$ cat config.mk
export PLATFORM = sky130hd
export DESIGN_NAME = result_demux4
export DESIGN_NICKNAME = d
export VERILOG_FILES = /design/src/rtl/result_demux4.sv
export SDC_FILE = /design/constraint.sdc
export NUM_CORES = 1
export LEC_CHECK = 0
export ABC_AREA = 1
export ABC_CLOCK_PERIOD_IN_PS = 1900
export BUFFER_PORTS_ARGS = -buffer_cell sky130_fd_sc_hd__clkbuf_2
export CORE_AREA = 2 2 109 111
export DETAILED_ROUTE_END_ITERATION = 10
export DIE_AREA = 0 0 111 113
export PLACE_DENSITY = 0.77
export RECOVER_POWER = 50
export SLEW_MARGIN = 5
export SYNTH_ARGS = -nofsm -noshare
export SYNTH_HDL_FRONTEND = slang
export SYNTH_SLANG_ARGS = --single-unit
$ cat constraint.sdc
create_clock -name clk -period 1.9 [get_ports clk]
set_input_delay 0.095 -clock clk [delete_from_list [all_inputs] [get_ports clk]]
set_output_delay 0.095 -clock clk [all_outputs]
set_load 0.02 [all_outputs]
$ cat src/rtl/result_demux4.sv
// Steers one input word into one of four registered output slots by in_sel.
// Define RESULT_DEMUX_CNT_EN to add the per-slot drain counter port drain_cnt.
module result_demux4 #(
   parameter int WIDTH = 32
) (
   input  logic             clk,
   input  logic             rst,
   input  logic [WIDTH-1:0] in_data,
   input  logic [1:0]       in_sel,
   input  logic             in_valid,
   output logic             in_ready,
   output logic [WIDTH-1:0] out_data0,
   output logic [WIDTH-1:0] out_data1,
   output logic [WIDTH-1:0] out_data2,
   output logic [WIDTH-1:0] out_data3,
   output logic [3:0]       out_valid,
`ifdef RESULT_DEMUX_CNT_EN
   output logic [31:0]      drain_cnt,
`endif
   input  logic [3:0]       out_ready
);

   typedef enum logic {
      S_EMPTY = 1'b0,
      S_FULL  = 1'b1
   } slot_st_t;

   slot_st_t         r_st   [4];
   slot_st_t         w_st_nx[4];
   logic [WIDTH-1:0] r_data [4];
   logic [3:0]       w_load;
   logic [3:0]       w_drain;
   logic             w_accept;

   always_comb begin
      in_ready = !out_valid[in_sel] | out_ready[in_sel];
      w_accept = in_valid & in_ready;
      for (int k = 0; k < 4; k++) begin
         out_valid[k] = (r_st[k] == S_FULL);
         w_load[k]    = w_accept && (in_sel == 2'(k));
         w_drain[k]   = out_valid[k] & out_ready[k];
      end
   end

   always_comb begin
      for (int k = 0; k < 4; k++) begin
         w_st_nx[k] = r_st[k];
         unique case (r_st[k])
            S_EMPTY: if (w_load[k]) w_st_nx[k] = S_FULL;
            S_FULL:  if (w_drain[k] && !w_load[k]) w_st_nx[k] = S_EMPTY;
            default: w_st_nx[k] = S_EMPTY;
         endcase
      end
   end

   always_ff @(posedge clk) begin
      for (int k = 0; k < 4; k++) begin
         if (rst) begin
            r_st[k]   <= S_EMPTY;
            r_data[k] <= '0;
         end else begin
            r_st[k] <= w_st_nx[k];
            if (w_load[k]) r_data[k] <= in_data;
         end
      end
   end

   assign out_data0 = r_data[0];
   assign out_data1 = r_data[1];
   assign out_data2 = r_data[2];
   assign out_data3 = r_data[3];

`ifdef RESULT_DEMUX_CNT_EN
   logic [7:0] r_cnt[4];

   always_ff @(posedge clk) begin
      for (int k = 0; k < 4; k++) begin
         if (rst) r_cnt[k] <= '0;
         else if (w_drain[k]) r_cnt[k] <= r_cnt[k] + 8'd1;
      end
   end

   assign drain_cnt = {r_cnt[3], r_cnt[2], r_cnt[1], r_cnt[0]};
`endif

endmodule

[After elaboration in Yosys (flattened, before gate mapping)]
Memories as Yosys holds them, arrays and structs flattened.
Index checks and enable logic that the tools add are counted.
Storage, ports and cells
  register bits: 0
  memory bits (writable): 132
  input port bits: 41
  output and inout bits: 133
  memories: 2
Memory list
  r_data: words 4, width 32, rd ports 4, clocked after Yosys merged registers in 0, wr ports 4, RTL line 30  | logic [WIDTH-1:0] r_data [4];
  r_st: words 4, width 1, rd ports 4, clocked after Yosys merged registers in 0, wr ports 4, RTL line 28  | slot_st_t r_st [4];
Cells by class
  order comparisons: 1
  equal/unequal tests: 3
  mux-type cells: 35
  bitwise logic cells: 18
  reductions and logical operators: 14
Operators by type and width (number)
  two-way mux 32 bit: 4
  two-way mux 1 bit: 25
  bitwise OR 1 bit: 9
  logical AND 1 bit: 8
  one-hot mux 1 bit (2 select lines): 4
  bitwise AND 1 bit: 5
  zero test 1 bit: 5
  binary-select mux 1 bit (select 2 bit): 2
  equality test 2 bit (second input constant): 2
  inverter 1 bit: 4
  < comparator 2 x 3 -> 1 bit (second input constant): 1
  equality test 2 x 1 -> 1 bit (second input constant): 1
  zero test 2 bit: 1

[Longest topological paths before layout]
  depth after elaboration: 11
  depth in mapped cells: 10
  depth with buffers taken out: 8

[Worst setup path after synthesis]
Ideal clock, no wire load.
  path kind: flip-flop to flip-flop
  from: memory r_st[3] (netlist name)
  to: memory r_data[0][0], enable pin
  data arrival time: 1.502 ns
  slack: 0.008 ns
  cell stages (with the launch flop): 8
  clock period less this slack: 1.892 ns
  cells stage by stage: dfxtp_1 nand2_1 nand2_1 nand2_1 nand2_2 nand2_4 nand3_1 nand2_1
RTL lines (RTL line)
  start: declaration: 28
  end: declaration: 30

==> flow_summary.toml <==
[job]
cap_viol_max_count = 0

[layout]
syn2layout_area_growth_pct = 28.9
nNetsFinal = 587
drive_gt1_share_pct = 17.4
fin_util_pct = 57.1
antenna_cells = 0

[worst_hold_path]
hp-class = "in2reg"
hold_path_depth = 3
holdCritStartpoint = "in_data[29]"

[sta]
fin_crit_sh_pct = 93.2
fin_skew_ps = 29.7
hold_viol = 0
setup_viol = 0
slew_headroom_pct = 54.0
worst_slew_pin_slew_ps = 689
rsz0062_at_grt = "false"
maxSlewViolCount = 0
clock.fmax_ghz = 0.565
finalSetupTns_ps = 0
layout_min_cycle_time_ps = 1770

[cts]
cts_buffers = 17
cts-resized-gates = 0
clk_pin_slew_ps = 60
cts_setup_buffers = 0
cts.sinks = 132
clock_latency_ps = 420
clock_path_buffers = 2
cts.htree.levels = 4
cts_root_buffer = "clkbuf_16"
cts_tree = "yes"

[global_route]
grt_pass1_vias = 3462
grt_pass1_wl_mm = 17.8
grt_start_max_net_pins = 34
grtUsageTotal_pct = 18.7
antenna_found_initial = 0
grt_remaining_overflow = 0

[die]
rows = 39
core_sq_um = 11300
dieArea_sq_um = 12500
die_w_um = 111
initial_core_util_pct = 44.3
die_h_um = 113
ioPinCount = 174

[logic_synthesis]
synth_common_cells = "nor2_1 (130), edfxtp_1 (128), inv_1 (33)"
ys_async_sr_fraction_pct = 0
synth_largest_area_cell = "edfxtp_1"
synth_nets = 398
synthCells = 357
synth-seq-cells = 132
synth_cell_types = 16
synth_edf_count = 128
yosysWarnings = 0
synth_ff_type = "edfxtp_1"
synth-seq-area-share_pct = 78.5
yosys.cell_count.top_type = "nor2_1"
synth_area_per_cell_sq_um = 14.0
syn_area_sq_um = 5000
ys_top_cells_by_area = "edfxtp_1 (77%), nor2_1 (9.8%), buf_6 (2.9%)"
synth_top_area_share_pct = 76.9

[status]
outcome = "finished, final reports clean"

[place]
portBuffers = 173
gp_congestion = 0.807
dpl.hpwl_mm = 7.44

[drt]
wl_mm = 11.7
vias_per_cell = 4.73
ant_nets = 0
drc = 0
firstDrtPassIters = 8
routedWlPerCell_um = 16.6
drt-initial-drc-count = 160
via_count = 3318

[setup_path]
cp-end-kind = "flop"
startpoint_type = "flop"
reg2reg_depth = 7
r2r_start = "r_st[2]$_SDFF_PP0_"
setup.worst_path.start = "r_st[2]$_SDFF_PP0_"
critPathRequiredTime_ps = 2140
path_max_fanout = 16
cp.arrival_ps = 2010
critPathKind = "reg2reg"

[power_and_ir_drop]
p_leak_uw = 0.00269
power_density_nw_per_um2 = 1110
ir_drop_v = 0.000632
## what timing repair did
action / 4_1_cts / 5_1_grt
hold endpoints to repair: 4 / 0
setup endpoints to repair: 0 / 1
hold buffers: 6 / 0
## metal layers
metal,track usage (%),routed length (um),up-vias
met2,30.3,5900,178
met4,8.25,157,0
met1,23.5,4730,1560
met3,5.68,900,16
met5,0,0,-
li1,-,-,1564
## cells by family (layout without fill, tap and decap cells)
group	count (synthesis)	count (layout)	synth area share [%]
AND/OR/NAND/NOR	171	172	15.1
buffers and inverters	54	255	6.41
flip-flops	132	132	78.5
## metrics by stage
step                      hold slack [ps]  setup slack, ps  std cells  instance area, sq um  power, uW
after floorplan                       246             8.44        357                  5000       3790
after global routing                 37.3             2.73        702                  6440       7410
after detailed placement              375              136        663                  5970       4040
after CTS                            20.3              174        701                  6620       7250
final                                21.4              130        702                  6440       7170
after global placement                368              230        663                  5970       4030
## critical path, stage by stage (launching register included)
cell     delay, ps
dfxtp_1        330
nand2_1         70
nand2_1         50
nand2_1         70
nand2_2         70
nand2_4        180
nand4_2        560
nor2_1         270
## placed cells by master, fill, tap and decap left out, drive strengths merged
master,count
nand3,7
buf,5
inv,36
nand2,24
dlygate4sd3,6
dfxtp,4
bufinv,2
clkbuf,197
nand4,5
edfxtp,128
clkinv,5
nor2,134
nand3b,2
clkinvlp,4
## where the power goes
part           switching [uW]  internal [uW]
registers                43.7           3340
logic                     431            135
clock network            1190           2040
total                    1660           5510
## worst paths after layout
kind                                               endpoint  slack [ps]
worst max-delay path            r_data[1][10]$_SDFFCE_PN0P_         130
worst min-delay path            r_data[3][29]$_SDFFCE_PN0P_          20
worst max register to register  r_data[1][10]$_SDFFCE_PN0P_         130
worst min register to register           r_st[3]$_SDFF_PP0_         480
## state kept, by name, summed over array words and instances (netlist names)
signal and flops:
r_st 4, r_data 128
## layout make-up
class	count	area (sq um)
timing repair buffer	187	830
fill	968	4830
sequential	132	3920
clock buffer	21	470
clock inverter	11	126
tap	143	179
multi-input combinational	172	776
inverter	36	136
No activity file was read; power rests on OpenSTA's default activity.
